==> src/rtl/arm7tdmi_pkg.sv <==
// Shared types and helpers for the ARM7TDMI load/store unit.
package arm7tdmi_pkg;

    localparam int unsigned XLEN  = 32;
    localparam int unsigned IMM_W = 12;
    localparam int unsigned REG_W = 4;
    localparam int unsigned BE_W  = 4;

    typedef enum logic [1:0] {
        IDLE   = 2'd0,
        ACCESS = 2'd1,
        DONE   = 2'd2
    } lsu_state_t;

    typedef struct packed {
        logic             load;
        logic             is_byte;
        logic             pre;
        logic             up;
        logic             wb;
        logic             imm_en;
        logic [IMM_W-1:0] imm;
        logic [REG_W-1:0] rd;
        logic [REG_W-1:0] rn;
    } lsu_req_t;

    localparam logic [BE_W-1:0] LSU_WORD_BE = 4'b1111;

    // Base +/- offset, wrapping modulo 2^32.
    function automatic logic [XLEN-1:0] lsu_sum(
        input logic             up,
        input logic             imm_en,
        input logic [IMM_W-1:0] imm,
        input logic [XLEN-1:0]  rn_val,
        input logic [XLEN-1:0]  rm_val
    );
        logic [XLEN-1:0] off;
        off = imm_en ? XLEN'(imm) : rm_val;
        return up ? (rn_val + off) : (rn_val - off);
    endfunction

endpackage

==> src/rtl/arm7tdmi_lsu_align.sv <==
// Byte-lane steering: store replication/byte enables and load extraction/rotation.
module arm7tdmi_lsu_align
    import arm7tdmi_pkg::*;
#(
    parameter bit ROTATE_UNALIGNED = 1'b1
) (
    input  logic            st_byte_i,
    input  logic [1:0]      st_lane_i,
    input  logic [XLEN-1:0] st_data_i,
    output logic [BE_W-1:0] st_be_o,
    output logic [XLEN-1:0] st_wdata_o,
    input  logic            ld_byte_i,
    input  logic [1:0]      ld_lane_i,
    input  logic [XLEN-1:0] rdata_i,
    output logic [XLEN-1:0] ld_data_o
);

    logic [XLEN-1:0] rot_c;

    always_comb begin
        st_be_o    = st_byte_i ? (BE_W'(1) << st_lane_i) : LSU_WORD_BE;
        st_wdata_o = st_byte_i ? {4{st_data_i[7:0]}} : st_data_i;
    end

    // Rotating right by 8*lane also brings the addressed byte into bits [7:0].
    always_comb begin
        case (ld_lane_i)
            2'd1:    rot_c = {rdata_i[7:0],  rdata_i[31:8]};
            2'd2:    rot_c = {rdata_i[15:0], rdata_i[31:16]};
            2'd3:    rot_c = {rdata_i[23:0], rdata_i[31:24]};
            default: rot_c = rdata_i;
        endcase
        if (ld_byte_i) begin
            ld_data_o = XLEN'(rot_c[7:0]);
        end else begin
            ld_data_o = ROTATE_UNALIGNED ? rot_c : rdata_i;
        end
    end

endmodule

==> src/rtl/arm7tdmi_lsu.sv <==
// ARM7TDMI single-data-transfer load/store unit (IDLE -> ACCESS -> DONE).
// Optional data-abort support is enabled with `define ARM7TDMI_LSU_ABORT_EN.
module arm7tdmi_lsu
    import arm7tdmi_pkg::*;
#(
    parameter int MAX_WAIT         = 16,
    parameter bit ROTATE_UNALIGNED = 1'b1
) (
    input  logic             clk,
    input  logic             rst_n,
    input  logic             req_valid,
    output logic             req_ready,
    input  logic             flush,
    input  logic             op_load,
    input  logic             op_byte,
    input  logic             op_pre,
    input  logic             op_up,
    input  logic             op_wb,
    input  logic             op_imm_en,
    input  logic [IMM_W-1:0] op_imm,
    input  logic [REG_W-1:0] op_rd,
    input  logic [REG_W-1:0] op_rn,
    input  logic [XLEN-1:0]  rn_data,
    input  logic [XLEN-1:0]  rm_data,
    input  logic [XLEN-1:0]  rd_data,
    output logic [XLEN-1:0]  mem_addr,
    output logic [XLEN-1:0]  mem_wdata,
    output logic             mem_we,
    output logic             mem_re,
    output logic [BE_W-1:0]  mem_be,
    input  logic [XLEN-1:0]  mem_rdata,
    input  logic             mem_ready,
`ifdef ARM7TDMI_LSU_ABORT_EN
    input  logic             mem_abort,
    output logic             data_abort,
`endif
    output logic             wb_valid,
    output logic [REG_W-1:0] wb_rd,
    output logic             wb_rd_en,
    output logic [XLEN-1:0]  wb_data,
    output logic             base_wb_en,
    output logic [REG_W-1:0] base_wb_rn,
    output logic [XLEN-1:0]  base_wb_data,
    output logic             bus_timeout
);

    localparam int unsigned WAIT_W = (MAX_WAIT > 1) ? $clog2(MAX_WAIT) : 1;

    lsu_state_t        state_q, state_d;
    logic              rdy_q, rdy_d;
    lsu_req_t          req_q, req_d, req_c;
    logic [XLEN-1:0]   rn_q, rn_d, rm_q, rm_d;
    logic [WAIT_W-1:0] wait_q, wait_d;
    logic [XLEN-1:0]   addr_q, addr_d, wdata_q, wdata_d;
    logic              we_q, we_d, re_q, re_d;
    logic [BE_W-1:0]   be_q, be_d;
    logic              wbv_q, wbv_d, rd_en_q, rd_en_d, bwe_q, bwe_d, tmo_q, tmo_d;
    logic [REG_W-1:0]  wb_rd_q, wb_rd_d, bwrn_q, bwrn_d;
    logic [XLEN-1:0]   wb_data_q, wb_data_d, bwdata_q, bwdata_d;
    logic              abort_q, abort_d;

    logic              req_ready_c, accept_c, timeout_c, abort_c, ok_c;
    logic [XLEN-1:0]   sum_c, ea_c, sum_l_c, ld_data_c, st_wdata_c;
    logic [1:0]        lane_l_c;
    logic [BE_W-1:0]   st_be_c;

`ifdef ARM7TDMI_LSU_ABORT_EN
    assign abort_c    = mem_abort;
    assign data_abort = abort_q;
`else
    assign abort_c    = 1'b0;
`endif

    assign req_c = '{load: op_load, is_byte: op_byte, pre: op_pre, up: op_up, wb: op_wb,
                     imm_en: op_imm_en, imm: op_imm, rd: op_rd, rn: op_rn};

    // rdy_q keeps req_ready low during reset and through ACCESS/DONE.
    assign req_ready_c = rdy_q && !flush;
    assign accept_c    = (state_q == IDLE) && req_ready_c && req_valid;
    assign timeout_c   = (MAX_WAIT > 0) && !mem_ready && (wait_q == WAIT_W'(MAX_WAIT - 1));
    assign ok_c        = mem_ready && !abort_c;

    assign sum_c    = lsu_sum(op_up, op_imm_en, op_imm, rn_data, rm_data);
    assign ea_c     = op_pre ? sum_c : rn_data;
    assign sum_l_c  = lsu_sum(req_q.up, req_q.imm_en, req_q.imm, rn_q, rm_q);
    assign lane_l_c = req_q.pre ? sum_l_c[1:0] : rn_q[1:0];

    arm7tdmi_lsu_align #(.ROTATE_UNALIGNED(ROTATE_UNALIGNED)) u_align (
        .st_byte_i  (op_byte),
        .st_lane_i  (ea_c[1:0]),
        .st_data_i  (rd_data),
        .st_be_o    (st_be_c),
        .st_wdata_o (st_wdata_c),
        .ld_byte_i  (req_q.is_byte),
        .ld_lane_i  (lane_l_c),
        .rdata_i    (mem_rdata),
        .ld_data_o  (ld_data_c)
    );

    always_ff @(posedge clk or negedge rst_n) begin
        if (!rst_n) state_q <= IDLE;
        else        state_q <= state_d;
    end

    always_comb begin
        state_d = state_q;
        case (state_q)
            IDLE:    if (accept_c) state_d = ACCESS;
            ACCESS:  if (mem_ready || timeout_c) state_d = DONE;
            DONE:    state_d = IDLE;
            default: state_d = IDLE;
        endcase
    end

    always_comb begin
        rdy_d     = (state_d == IDLE);
        req_d     = req_q;
        rn_d      = rn_q;
        rm_d      = rm_q;
        wait_d    = wait_q;
        addr_d    = addr_q;
        wdata_d   = wdata_q;
        we_d      = we_q;
        re_d      = re_q;
        be_d      = be_q;
        tmo_d     = tmo_q;
        wbv_d     = 1'b0;
        rd_en_d   = 1'b0;
        wb_rd_d   = '0;
        wb_data_d = '0;
        bwe_d     = 1'b0;
        bwrn_d    = '0;
        bwdata_d  = '0;
        abort_d   = 1'b0;
        case (state_q)
            IDLE: if (accept_c) begin
                req_d   = req_c;
                rn_d    = rn_data;
                rm_d    = rm_data;
                wait_d  = '0;
                tmo_d   = 1'b0;
                addr_d  = op_byte ? ea_c : {ea_c[XLEN-1:2], 2'b00};
                wdata_d = op_load ? '0 : st_wdata_c;
                be_d    = st_be_c;
                we_d    = !op_load;
                re_d    = op_load;
            end
            ACCESS: if (mem_ready || timeout_c) begin
                addr_d    = '0;
                wdata_d   = '0;
                we_d      = 1'b0;
                re_d      = 1'b0;
                be_d      = '0;
                tmo_d     = timeout_c;
                abort_d   = mem_ready && abort_c;
                wbv_d     = 1'b1;
                rd_en_d   = ok_c && req_q.load;
                wb_rd_d   = req_q.load ? req_q.rd : '0;
                wb_data_d = (ok_c && req_q.load) ? ld_data_c : '0;
                // A load into its own base register keeps the loaded value.
                bwe_d     = ok_c && (!req_q.pre || req_q.wb)
                            && !(req_q.load && (req_q.rd == req_q.rn));
                bwrn_d    = req_q.rn;
                bwdata_d  = sum_l_c;
            end else begin
                wait_d = wait_q + WAIT_W'(1);
            end
            default: ;
        endcase
    end

    always_ff @(posedge clk or negedge rst_n) begin
        if (!rst_n) begin
            rdy_q     <= 1'b0;
            req_q     <= '0;
            rn_q      <= '0;
            rm_q      <= '0;
            wait_q    <= '0;
            addr_q    <= '0;
            wdata_q   <= '0;
            we_q      <= 1'b0;
            re_q      <= 1'b0;
            be_q      <= '0;
            tmo_q     <= 1'b0;
            wbv_q     <= 1'b0;
            rd_en_q   <= 1'b0;
            wb_rd_q   <= '0;
            wb_data_q <= '0;
            bwe_q     <= 1'b0;
            bwrn_q    <= '0;
            bwdata_q  <= '0;
            abort_q   <= 1'b0;
        end else begin
            rdy_q     <= rdy_d;
            req_q     <= req_d;
            rn_q      <= rn_d;
            rm_q      <= rm_d;
            wait_q    <= wait_d;
            addr_q    <= addr_d;
            wdata_q   <= wdata_d;
            we_q      <= we_d;
            re_q      <= re_d;
            be_q      <= be_d;
            tmo_q     <= tmo_d;
            wbv_q     <= wbv_d;
            rd_en_q   <= rd_en_d;
            wb_rd_q   <= wb_rd_d;
            wb_data_q <= wb_data_d;
            bwe_q     <= bwe_d;
            bwrn_q    <= bwrn_d;
            bwdata_q  <= bwdata_d;
            abort_q   <= abort_d;
        end
    end

    assign req_ready    = req_ready_c;
    assign mem_addr     = addr_q;
    assign mem_wdata    = wdata_q;
    assign mem_we       = we_q;
    assign mem_re       = re_q;
    assign mem_be       = be_q;
    assign wb_valid     = wbv_q;
    assign wb_rd        = wb_rd_q;
    assign wb_rd_en     = rd_en_q;
    assign wb_data      = wb_data_q;
    assign base_wb_en   = bwe_q;
    assign base_wb_rn   = bwrn_q;
    assign base_wb_data = bwdata_q;
    assign bus_timeout  = tmo_q;

endmodule
==> config.mk <==
export PLATFORM = sky130hd
export DESIGN_NAME = arm7tdmi_lsu
export DESIGN_NICKNAME = d
export VERILOG_FILES = /design/src/rtl/arm7tdmi_pkg.sv /design/src/rtl/arm7tdmi_lsu_align.sv /design/src/rtl/arm7tdmi_lsu.sv
export SDC_FILE = /design/constraint.sdc
export NUM_CORES = 1
export LEC_CHECK = 0
export BUFFER_PORTS_ARGS = -buffer_cell sky130_fd_sc_hd__buf_2
export CAP_MARGIN = 40
export CORE_ASPECT_RATIO = 0.5
export CORE_MARGIN = 4
export CORE_UTILIZATION = 56
export CTS_CLUSTER_SIZE = 30
export DETAILED_ROUTE_END_ITERATION = 8
export GPL_TIMING_DRIVEN = 0
export PLACE_DENSITY_LB_ADDON = 0.1
export SLEW_MARGIN = 20
export SYNTH_ARGS = -nofsm -noshare
export SYNTH_HDL_FRONTEND = slang
export SYNTH_SLANG_ARGS = --single-unit
export TNS_END_PERCENT = 100
==> constraint.sdc <==
create_clock -name clk -period 5.5 [get_ports clk]
set_input_delay 0.825 -clock clk [delete_from_list [all_inputs] [get_ports clk]]
set_output_delay 0.825 -clock clk [all_outputs]
set_load 0.01 [all_outputs]
==> impl_metrics.toml <==
[route]
wire_per_inst_um = 20.6
route.detailed.drc = 0
via_per_inst = 5.91
firstDrtPassIters = 6
initialDrtViolationCount = 1616
vias = 14700
wl_um = 51000
ant_nets = 0

[worst_setup_path]
reg2reg_slack_ns = 0.30
timing.rr.end = "base_wb_data[31]$_DFF_PN0_"
critPathCaptureType = "flip-flop"
r2r_start = "req_q[20]$_DFFE_PN0P_"
reg2regPathDepth = 26
cp.required_ns = 5.92
crit_fanout = 19
crit_type = "input pin to flip-flop"
worstPathArrival_ns = 5.62
cp-start-kind = "input pin"

[clocking]
cts_sinks = 243
cts_buffer_depth = 3
cts-root-buf = "clkbuf_16"
clk_pin_slew_worst_paths_ns = 0.07
cts.htree.levels = 1
clk_latency_ns = 0.56
numCtsBuffers = 23
ctsHoldBuffers = 0
cts_tree = "built"

[synth]
avgSynthCellArea_um2 = 8.70
ys_ff_latch = 243
synthCells = 1773
synth_cell_type_count = 84
synth_top_area_share_pct = 39.4
synth_flop_cell = "dfrtp_1"
synth_edf_count = 0
synth_async_sr_flop_share_pct = 100
syn_nets = 2011
synth_area_um2 = 15400
yosys_warnings = 0
yosysSeqAreaShare_pct = 39.4
synth.area.top_cells = "dfrtp_1 (39%), nand2_1 (8.9%), ha_1 (6.2%), mux2i_1 (5.1%), nor2_1 (3.7%)"
yosysTopAreaCell = "dfrtp_1"

[place]
dp_hpwl_um = 39900
port_buffers = 303
place_congestion = 0.999

[worst_hold_path]
hp-class = "input pin to async pin"

[sta]
rsz0062_at_grt = "yes"
final-setup-viol-count = 0
whs_ns = 0.194
clock_skew_ns = 0.0246
fin_crit_ns = 5.20
hold_viol_final = 0
post-route-period-util_pct = 94.6
slew_viol_final = 0
relSlewSlack_pct = 42.4
fmax_mhz = 192
worst_pin_slew_ns = 0.864

[final_layout]
area_growth_pct = 19.4
final_cell_mix = "nand2_1 (364), buf_2 (308), dfrtp_1 (243), nor2_1 (153), o21ai_0 (111)"
layout.cells.most_common = "nand2_1"
finish.utilization_pct = 68.7
drive_gt1_share_pct = 19.7
nets = 2342

[pwr]
p_leak_nw = 9.48
ir_drop_mv = 0.333
p_per_area_nw_per_um2 = 634

[floorplanning]
num_rows = 42
die_y_um = 125
initial_core_util_pct = 57.6
ios = 306
die_w_um = 243
core_um2 = 26800
die-area_um2 = 30400

[flow_run]
drv_cap = 0

[global_route]
grt_pass1_wl_um = 78100
grt_overflow_total = 0
grt_max_degree = 98
grt_pass1_vias = 13600
grtUsageTotal_pct = 32.1
antenna_found_initial = 5

[status]
run_status = "completed"
repair_timing:
item	4_1_cts	5_1_grt
setup buffers	0	1
resized for setup	10	3
pin swaps	0	3
setup endpoints to repair	13	7
Yosys cell counts (all sizes together) (5+ instances only):
library cell and n:
o31a 5, inv 28, mux2i 78, a41oi 7
xor2 37, nand2 364, a311oi 8, nand3 25
a22o 11, o21bai 13, xnor2 57, o21a 12
dfrtp 243, buf 28, o21ai 120, ha 77
a211oi 42, and2 13, a21oi 81, a21o 49
a21boi 6, nor3b 16, clkbuf 69, nand2b 14
and3 15, nand4 14, mux2 19, or3 6
a31oi 26, a31o 5, o211ai 6, o31ai 9
nor2b 15, o32ai 5, nor2 154, nor3 31
nor4 9
sequential cells by signal, summed over array words and instances, names as in the netlist:
register      count
wb_rd_en          1
mem_we            1
wait_q            4
rdy_q             1
mem_addr         32
wb_valid          1
rm_q             32
mem_wdata        32
bus_timeout       1
state_q           2
base_wb_data     32
base_wb_rn        4
mem_be            4
base_wb_en        1
rn_q             32
req_q            26
wb_data          32
mem_re            1
wb_rd             4
worst max-delay path: stages:
cell and delay, ns:
buf_2 0.15, buf_6 0.21, buf_4 0.29, mux2i_1 0.31, ha_1 0.22, o21a_1 0.19, nand2_1 0.10, nor3_4 0.26
a21boi_4 0.25, o21a_2 0.22, nor2_1 0.12, nor3_1 0.20, a311oi_1 0.08, ha_1 0.30, clkbuf_1 0.18, a21oi_1 0.21
o21bai_1 0.08, a21o_1 0.19, a21o_1 0.19, a21oi_2 0.22, a31oi_1 0.18, xnor2_2 0.20, a21oi_1 0.10, a311o_1 0.32
cell families after synthesis:
family	share of synthesized area (%)
muxes	6.45
and+or+nand+nor	19.9
AOI/OAI and AO/OA	19.1
xor gates and xnor gates	5.38
DFF	39.4
adders and majority gates	6.50
buffers and inverters	3.29
cell type report:
class,count,area (um^2)
clock buffer,28,644
fill,2251,8380
buffer,94,403
antenna,5,12.5
timing repair buffer,309,1620
inverter,28,105
sequential,243,6080
tap,352,440
clock inverter,14,251
multi-input combinational,1405,8870
where the power goes:
group,total [mW],switching [mW],internal (mW)
clock network,1.90,0.772,1.13
logic,6.78,4.03,2.75
registers,3.00,0.553,2.44
total,11.7,5.35,6.33
through the flow:
stage          std cells  worst slack, ns  power [mW]  TNS, ns  area [um^2]
2_1_floorplan       1773           0.0230        7.74        0        15400
3_3_place_gp        2428            -1.29        9.53  -174.68        17400
4_1_cts             2473            0.149        11.6        0        18400
3_5_place_dp        2433            -1.23        9.61   -10.74        17500
5_1_grt             2478          -0.0354        12.5  -0.0354        18400
6_report            2478            0.298        11.7        0        18400
per-layer routing:
| metal | routed length, um | GRT usage, % | up-vias |
|---|---|---|---|
| met2 | 21500 | 48.2 | 716 |
| li1 | - | - | 6908 |
| met3 | 5200 | 7.36 | 72 |
| met5 | 0 | 0 | - |
| met1 | 23200 | 47.9 | 6954 |
| met4 | 1030 | 6.88 | 0 |
how the worst max path moves through the flow:
stage / end / startpoint / slack (ns)
after global routing: base_wb_data[31]$_DFF_PN0_ / req_q[20]$_DFFE_PN0P_ / -0.04
after global placement: mem_addr[31]$_DFFE_PN0P_ / op_imm_en / -1.29
final: mem_addr[31]$_DFFE_PN0P_ / op_imm_en / 0.30
after detailed placement: mem_addr[31]$_DFFE_PN0P_ / op_imm_en / -1.23
after CTS: mem_addr[31]$_DFFE_PN0P_ / op_imm_en / 0.15
after floorplan: mem_addr[31]$_DFFE_PN0P_ / op_imm_en / 0.02
(Power assumes the default switching activity.)
